`src/rtl/pipe_kogge_stone_sub_nbit.sv`:
```
// Two-stage pipelined Kogge-Stone subtractor with valid/ready flow control.
//
// Computes diff = A - B - bin as A + ~B + ~bin. The lower half is resolved in
// stage 1 and the carry out of it is registered; the upper half is resolved in
// stage 2 from the registered upper operand slices. The output register carries
// the result and the borrow, overflow and zero flags.
//
// Ports:
//   CLK        clock, rising edge
//   RESETn     asynchronous active-low reset
//   in_valid   operands presented
//   in_ready   block accepts operands this cycle
//   A, B       minuend, subtrahend [bw:1]
//   bin        borrow in
//   out_valid  output registers hold a valid result
//   out_ready  downstream accepts the result
//   diff       A - B - bin mod 2^bw
//   bout       1 when unsigned A < B + bin
//   ovf        two's-complement overflow
//   zero       diff == 0
module pipe_kogge_stone_sub_nbit #(
    parameter int bw = 32
) (
    input  logic          CLK,
    input  logic          RESETn,
    input  logic          in_valid,
    output logic          in_ready,
    input  logic [bw:1]   A,
    input  logic [bw:1]   B,
    input  logic          bin,
    output logic          out_valid,
    input  logic          out_ready,
    output logic [bw:1]   diff,
    output logic          bout,
    output logic          ovf,
    output logic          zero
);

    localparam int hbw = bw / 2;

    // Kogge-Stone adder over hbw bits: black cells combine (g, p) pairs at
    // doubling distances; bits below the distance pass through as buffers.
    // The carry in is folded in at the end: c[i] = G[i-1:0] | P[i-1:0] & cin.
    // Returns {carry_out, sum}.
    function automatic logic [hbw:0] ks_add(input logic [hbw-1:0] a,
                                            input logic [hbw-1:0] b,
                                            input logic           cin);
        logic [hbw-1:0] g;
        logic [hbw-1:0] p;
        logic [hbw-1:0] gg;
        logic [hbw-1:0] pp;
        logic [hbw-1:0] gn;
        logic [hbw-1:0] pn;
        logic [hbw-1:0] c;
        g  = a & b;
        p  = a ^ b;
        gg = g;
        pp = p;
        for (int d = 1; d < hbw; d = d * 2) begin
            gn = gg;
            pn = pp;
            for (int i = d; i < hbw; i++) begin
                gn[i] = gg[i] | (pp[i] & gg[i-d]);
                pn[i] = pp[i] & pp[i-d];
            end
            gg = gn;
            pp = pn;
        end
        c[0] = cin;
        for (int i = 1; i < hbw; i++) begin
            c[i] = gg[i-1] | (pp[i-1] & cin);
        end
        return {gg[hbw-1] | (pp[hbw-1] & cin), p ^ c};
    endfunction

    // Stage 1 registers
    logic           s1_valid_q, s1_valid_d;
    logic [hbw-1:0] s1_dlo_q;
    logic           s1_ch_q;
    logic [hbw-1:0] s1_ahi_q;
    logic [hbw-1:0] s1_nbhi_q;
    logic           s1_asign_q;
    logic           s1_bsign_q;

    // Output registers
    logic           out_valid_q, out_valid_d;
    logic [bw:1]    diff_q;
    logic           bout_q;
    logic           ovf_q;
    logic           zero_q;

    // Handshake
    logic s2_load;
    logic in_xfer;
    logic out_xfer;

    // Datapath
    logic [hbw:0]   lo_res;
    logic [hbw:0]   hi_res;
    logic [bw:1]    diff_next;

    always_comb begin
        s2_load  = s1_valid_q && (!out_valid_q || out_ready);
        in_ready = !s1_valid_q || s2_load;
        in_xfer  = in_valid && in_ready;
        out_xfer = out_valid_q && out_ready;

        s1_valid_d = s1_valid_q;
        if (in_xfer) begin
            s1_valid_d = 1'b1;
        end else if (s2_load) begin
            s1_valid_d = 1'b0;
        end

        out_valid_d = out_valid_q;
        if (s2_load) begin
            out_valid_d = 1'b1;
        end else if (out_xfer) begin
            out_valid_d = 1'b0;
        end
    end

    always_comb begin
        lo_res    = ks_add(A[hbw:1], ~B[hbw:1], ~bin);
        hi_res    = ks_add(s1_ahi_q, s1_nbhi_q, s1_ch_q);
        diff_next = {hi_res[hbw-1:0], s1_dlo_q};
    end

    always_ff @(posedge CLK or negedge RESETn) begin
        if (!RESETn) begin
            s1_valid_q  <= 1'b0;
            s1_dlo_q    <= '0;
            s1_ch_q     <= 1'b0;
            s1_ahi_q    <= '0;
            s1_nbhi_q   <= '0;
            s1_asign_q  <= 1'b0;
            s1_bsign_q  <= 1'b0;
            out_valid_q <= 1'b0;
            diff_q      <= '0;
            bout_q      <= 1'b0;
            ovf_q       <= 1'b0;
            zero_q      <= 1'b0;
        end else begin
            s1_valid_q  <= s1_valid_d;
            out_valid_q <= out_valid_d;
            if (in_xfer) begin
                s1_dlo_q   <= lo_res[hbw-1:0];
                s1_ch_q    <= lo_res[hbw];
                s1_ahi_q   <= A[bw:hbw+1];
                s1_nbhi_q  <= ~B[bw:hbw+1];
                s1_asign_q <= A[bw];
                s1_bsign_q <= B[bw];
            end
            if (s2_load) begin
                diff_q <= diff_next;
                bout_q <= ~hi_res[hbw];
                // Overflow only when operand signs differ and the result sign
                // departs from the minuend's.
                ovf_q  <= (s1_asign_q != s1_bsign_q) && (diff_next[bw] != s1_asign_q);
                zero_q <= ~|diff_next;
            end
        end
    end

    assign out_valid = out_valid_q;
    assign diff      = diff_q;
    assign bout      = bout_q;
    assign ovf       = ovf_q;
    assign zero      = zero_q;

endmodule
```
`config.mk`:
```
export PLATFORM = sky130hd
export DESIGN_NAME = pipe_kogge_stone_sub_nbit
export DESIGN_NICKNAME = d
export VERILOG_FILES = /design/src/rtl/pipe_kogge_stone_sub_nbit.sv
export SDC_FILE = /design/constraint.sdc
export NUM_CORES = 1
export LEC_CHECK = 0
export ABC_CLOCK_PERIOD_IN_PS = 6520
export BUFFER_PORTS_ARGS = -buffer_cell sky130_fd_sc_hd__buf_2
export CELL_PAD_IN_SITES_DETAIL_PLACEMENT = 1
export CELL_PAD_IN_SITES_GLOBAL_PLACEMENT = 1
export CORE_ASPECT_RATIO = 1.5
export CORE_UTILIZATION = 30
export DETAILED_ROUTE_END_ITERATION = 8
export PLACE_DENSITY_LB_ADDON = 0.1
export SLEW_MARGIN = 40
export SYNTH_ARGS = -nofsm -noshare
export SYNTH_HDL_FRONTEND = slang
export SYNTH_SLANG_ARGS = --single-unit
```
`constraint.sdc`:
```
create_clock -name CLK -period 6.52 [get_ports CLK]
set_input_delay 1.304 -clock CLK [delete_from_list [all_inputs] [get_ports CLK]]
set_output_delay 1.304 -clock CLK [all_outputs]
set_load 0.01 [all_outputs]
```
# == Word-level counts from Yosys, hierarchy flattened ==
# Index checks and enable logic that the tools add are counted.
# word_totals
reg_bits,88
out_inout_bits,37
# classes
n_eq_ne,2
mux,4
bitwise_logic,368
reduce_logical,12
# op_table
op,n
AND 1 bit,228
OR 1 bit,130
XOR 16 bit,4
AND 16 bit,2
inverter 16 bit,2
OR reduction 32 bit,1
logical AND 1 bit,4
2-to-1 mux 1 bit,4
nonzero test 2 bit,2
logical NOT 1 bit,3
logical OR 1 bit,2
inequality test 1 bit,2
inverter 1 bit,2

# == Depth between registers and ports, before layout ==
# depth
word_depth,12
ltp_mapped,10
depth_no_buf,10

# == Worst setup path after synthesis ==
# Ideal clock, no wire load.
# synth_path
path_kind,in2reg
from,input B[1] (netlist name)
to,register s1_ch_q
setup_time_ps,130
t_arrival_ps,3125
slack_ps,3265
path_stages,10
cell_sequence,inv_1 -> ha_1 -> nor2b_1 -> o31a_1 -> o311ai_2 -> o2111a_1 -> o311ai_2 -> a21o_1 -> a211oi_1 -> a21oi_1
# synth_between
elab_chain_len,11
# synth_lines
element,line,source
"start, declared",29,"input logic [bw:1] B,"
inverter 16 bit *,124,"lo_res = ks_add(A[hbw:1], ~B[hbw:1], ~bin);"
AND 16 bit,55,g = a & b;
AND 1 bit,63,gn[i] = gg[i] | (pp[i] & gg[i-d]);
OR 1 bit,63,
AND 1 bit,63,
OR 1 bit,63,
AND 1 bit,63,
OR 1 bit,63,
AND 1 bit,63,
OR 1 bit,63,
OR 1 bit *,73,"return {gg[hbw-1] | (pp[hbw-1] & cin), p ^ c};"
"end signal, assigned",148,s1_ch_q <= lo_res[hbw];
"end, declared",79,logic s1_ch_q;
# Every way passes the cells marked *; elsewhere a longest branch is shown, timed or not.
# A chain may end at the register's enable or synchronous reset.

# == Worst setup path after layout ==
# Same ends and word-level chain as after synthesis.

==> reports/summary.log <==
[run_status] status finished clean
[synth] area of the mapped netlist 0.004592 mm2
[synth] Synth area leader sky130_fd_sc_hd__dfrtp_1
[placed_design] final weighted congestion of routability-driven global placement 0.7196
[cts] number of buffers added for setup after CTS 0
[final_layout] proportion of layout cells with a drive suffix above 1 0.3333
[placed_design] worst setup slack after placement 2.812 ns
[floorplanning] floorplan die width 103.0 um
[timing] max-slew headroom at the worst pin 0.5096
[timing] count of endpoints failing setup in the final report 0
[synth] Synth cell types 50
[routing] total routed wirelength 10,930 um
[floorplanning] DIE AREA 0.01582 mm2
[synth] average footprint of a synthesized cell 10.78 um2
[synth] top flip-flop cell by instance count after synthesis sky130_fd_sc_hd__dfrtp_1
[floorplanning] total number of placement rows 55
[floorplanning] starting utilization of the core area 0.3061
[timing] worst-case clock skew 0.008255 ns
[floorplanning] Chip Height 153.5 um
[worst_setup_path] critical path peak fanout 3
[worst_setup_path] number of cell instances on the worst register-to-register path 10
[final_layout] antenna diode count 0
[job] max-cap violations 0
[cts] number of gates resized after CTS 0
[worst_setup_path] arrival time at the worst endpoint 3.50 ns
[timing] slew of the pin with the lowest slew margin 0.7356 ns
[grt] Total Routing Usage GR 0.1531
[cts] Sinks on Clock Net 87
[routing] DRC violation total after the first TritonRoute iteration 52
[routing] number of remaining DRC errors 0
[routing] DRT Pass-1 Iters 4
[worst_setup_path] type of element capturing the critical path register
[timing] Final Max Slew Viols 0
[worst_setup_path] startpoint types primary input
[cts] CTS H-tree lvls 3
[cts] TritonCTS clock tree built
[cts] insertion delay of the later-clocked pin in the worst-skew pair 0.34 ns
[synth] share of the synthesized area in the top cell type 0.4741
[cts] CTS Root Cell sky130_fd_sc_hd__clkbuf_16
[timing] final critical path time including I/O delays and setup 3.298 ns
[routing] WL per Instance 14.85 um
[final_layout] area growth from synthesis to layout 22.53%
[synth] Syn Nets 529
[placed_design] detailed placer's ending HPWL 8466 um
[floorplanning] area of the placeable core 0.01500 mm2
[timing] RSZ-0062 raised after global routing no
[synth] number of enable flip-flop cells after synthesis 0
[cts] CTS clock-pin slew for the worst setup and hold paths 0.07 ns
[routing] Via density 4.682
[timing] Highest Clock Rate 0.3032 GHz
[final_layout] NumNets Final 635
[timing] final hold violations 0
[timing] ratio of final minimum period to clock period 0.5059
[grt] overflow left after global routing 0
[worst_setup_path] worst setup path class primary input to register
[worst_setup_path] origin of the worst setup path B[1]
[synth] synthesized flop and latch total 87
[synth] Syn. warnings 0
[power] total leakage power 2.666 nW
[synth] sequential-to-total area share from yosys stat 0.4741
[final_layout] Layout Cells excl Fill 736
[grt] first-pass GRT wire length 18,480 um
[worst_hold_path] worst min-delay path category register to register
[power] power density cells 328.6 mW/mm2
[timing] final-layout setup total negative slack 0 ns
[worst_setup_path] endpoint of the lowest-slack register-to-register path zero$_DFFE_PN0P_
[cts] CTS Hold Bufs 0
[floorplanning] I/O pin cnt 106
[synth] number of instances in the synthesized netlist 426
[worst_setup_path] critical path capture point s1_ch_q$_DFFE_PN0P_
[grt] pin count of the biggest net entering global routing 83
[routing] ANT nets after route 0
[timing] Final Worst Setup Slack 3.222 ns
[cts] clock buffer count from CTS 9
[final_layout] number of filler cells placed in the layout 1,777
[placed_design] cell count after placement 720
[grt] number of antenna violations at the first check in global routing 0
[routing] overall via count from detail_route 3,446
[worst_setup_path] Crit Reg-Reg Startpoint s1_ch_q$_DFFE_PN0P_
[worst_setup_path] WP data required 6.72 ns
[power] post-route total power 0.001849 W
[grt] via count of the first global-routing pass 3,757
[placed_design] Port-buffer cells 105
[cts] Clock Path Buffers 2
[power] maximum vdd drop 0.1224 mV
[timing] final hold slack 0.4741 ns
[synth] Async S/R FF share, synth 1.000
[worst_setup_path] R2R Setup Slk 3.66 ns
[synth] most area-consuming cells after synthesis sky130_fd_sc_hd__dfrtp_1 (47%), sky130_fd_sc_hd__mux2_2 (9.8%), sky130_fd_sc_hd__ha_1 (8.7%), sky130_fd_sc_hd__o21ai_0 (5.0%), sky130_fd_sc_hd__nand2_1 (4.3%)
## final cells by class
cell class | instances | area, um2 | share of cell area
Timing Repair Buffer | 108 | 554.3 | 0.09851
Multi-Input combinational cell | 301 | 2276 | 0.4045
Tap cell | 199 | 249.0 | 0.04425
Clock inverter | 5 | 33.78 | 0.006004
Clock buffer | 11 | 242.7 | 0.04314
Sequential cell | 87 | 2177 | 0.3869
Inverter | 25 | 93.84 | 0.01668
## worst min path at each step
stage                                   start                        end  slack, ns  cells past startpoint
finish                   diff[23]$_DFFE_PN0P_       diff[23]$_DFFE_PN0P_       0.47                      2
global route             diff[23]$_DFFE_PN0P_       diff[23]$_DFFE_PN0P_       0.51                      2
CTS                      diff[26]$_DFFE_PN0P_       diff[26]$_DFFE_PN0P_       0.49                      2
detailed placement       diff[26]$_DFFE_PN0P_       diff[26]$_DFFE_PN0P_       0.47                      2
global placement         diff[26]$_DFFE_PN0P_       diff[26]$_DFFE_PN0P_       0.46                      2
floorplan           s1_nbhi_q[10]$_DFFE_PN0P_  s1_nbhi_q[10]$_DFFE_PN0P_       0.45                      2
## where the power goes
group,switching (W),internal (W)
clock network,0.000209,0.000268
logic,0.000324,0.000280
registers,0.0000891,0.000679
total,0.000622,0.00123
## synthesized netlist by cell type (3+ instances only)
| library cell | instances |
|---|---|
| sky130_fd_sc_hd__mux2_2 | 40 |
| sky130_fd_sc_hd__or2_2 | 4 |
| sky130_fd_sc_hd__o21a_1 | 3 |
| sky130_fd_sc_hd__nor2_1 | 10 |
| sky130_fd_sc_hd__a21oi_1 | 14 |
| sky130_fd_sc_hd__xor2_1 | 14 |
| sky130_fd_sc_hd__nand2_1 | 53 |
| sky130_fd_sc_hd__o31ai_1 | 4 |
| sky130_fd_sc_hd__o21ai_1 | 3 |
| sky130_fd_sc_hd__nand3_1 | 5 |
| sky130_fd_sc_hd__nor4_1 | 3 |
| sky130_fd_sc_hd__a31oi_1 | 3 |
| sky130_fd_sc_hd__inv_1 | 25 |
| sky130_fd_sc_hd__ha_1 | 32 |
| sky130_fd_sc_hd__nand2b_1 | 5 |
| sky130_fd_sc_hd__or3_1 | 3 |
| sky130_fd_sc_hd__dfrtp_1 | 87 |
| sky130_fd_sc_hd__nand4_1 | 4 |
| sky130_fd_sc_hd__nor3_1 | 7 |
| sky130_fd_sc_hd__clkbuf_1 | 12 |
| sky130_fd_sc_hd__o21ai_0 | 46 |
| sky130_fd_sc_hd__xnor2_1 | 12 |
| sky130_fd_sc_hd__a21o_1 | 4 |
## critical path: stages
cell,delay [ns]
sky130_fd_sc_hd__buf_2,0.10
sky130_fd_sc_hd__inv_1,0.04
sky130_fd_sc_hd__ha_1,0.26
sky130_fd_sc_hd__nor2b_1,0.14
sky130_fd_sc_hd__o31a_1,0.27
sky130_fd_sc_hd__o311ai_2,0.40
sky130_fd_sc_hd__o2111a_1,0.31
sky130_fd_sc_hd__o311ai_2,0.15
sky130_fd_sc_hd__a21o_1,0.22
sky130_fd_sc_hd__a211oi_1,0.23
sky130_fd_sc_hd__a21oi_1,0.07
## state kept, by name (all words and copies together) (netlist names)
signal and cells:
s1_bsign_q 1, bout 1, s1_valid_q 1, s1_nbhi_q 16, s1_dlo_q 16, s1_ahi_q 16
zero 1, out_valid 1, ovf 1, s1_ch_q 1, diff 32
## cell families after synthesis
| kind of cell | synth area share |
|---|---|
| muxes | 0.09809 |
| AOI/OAI and AO/OA | 0.1341 |
| DFF | 0.4741 |
| adders and majority gates | 0.09591 |
| buffers and inverters | 0.03133 |
| and+or+nand+nor | 0.1133 |
| xor gates and xnor gates | 0.05313 |
## through the flow
stage,utilization,area (um2)
after floorplan,-,4592
after global placement,0.3564,5346
after detailed placement,0.3564,5346
after CTS,0.3748,5623
after global routing,0.3751,5627
final,0.3751,5627
## per-layer routing
metal / vias up / global-route usage / part of all wire
li1: 1698 / - / -
met1: 1675 / 0.1572 / 0.38
met2: 66 / 0.2978 / 0.57
met3: 7 / 0.03273 / 0.034
met4: 0 / 0.04628 / 0.014
met5: - / 0 / 0
## cells in the final DEF (no fill, tap or decap), types with 12 or more instances in the layout
cell type / Yosys / layout
sky130_fd_sc_hd__dfrtp_1: 87 / 87
sky130_fd_sc_hd__xor2_1: 14 / 14
sky130_fd_sc_hd__mux2_2: 40 / 40
sky130_fd_sc_hd__ha_1: 32 / 32
sky130_fd_sc_hd__o21ai_0: 46 / 46
sky130_fd_sc_hd__a21oi_1: 14 / 14
sky130_fd_sc_hd__inv_1: 25 / 25
sky130_fd_sc_hd__nand2_1: 53 / 51
sky130_fd_sc_hd__xnor2_1: 12 / 12
sky130_fd_sc_hd__buf_2: 1 / 104
Power figures use the tool's default switching activity.
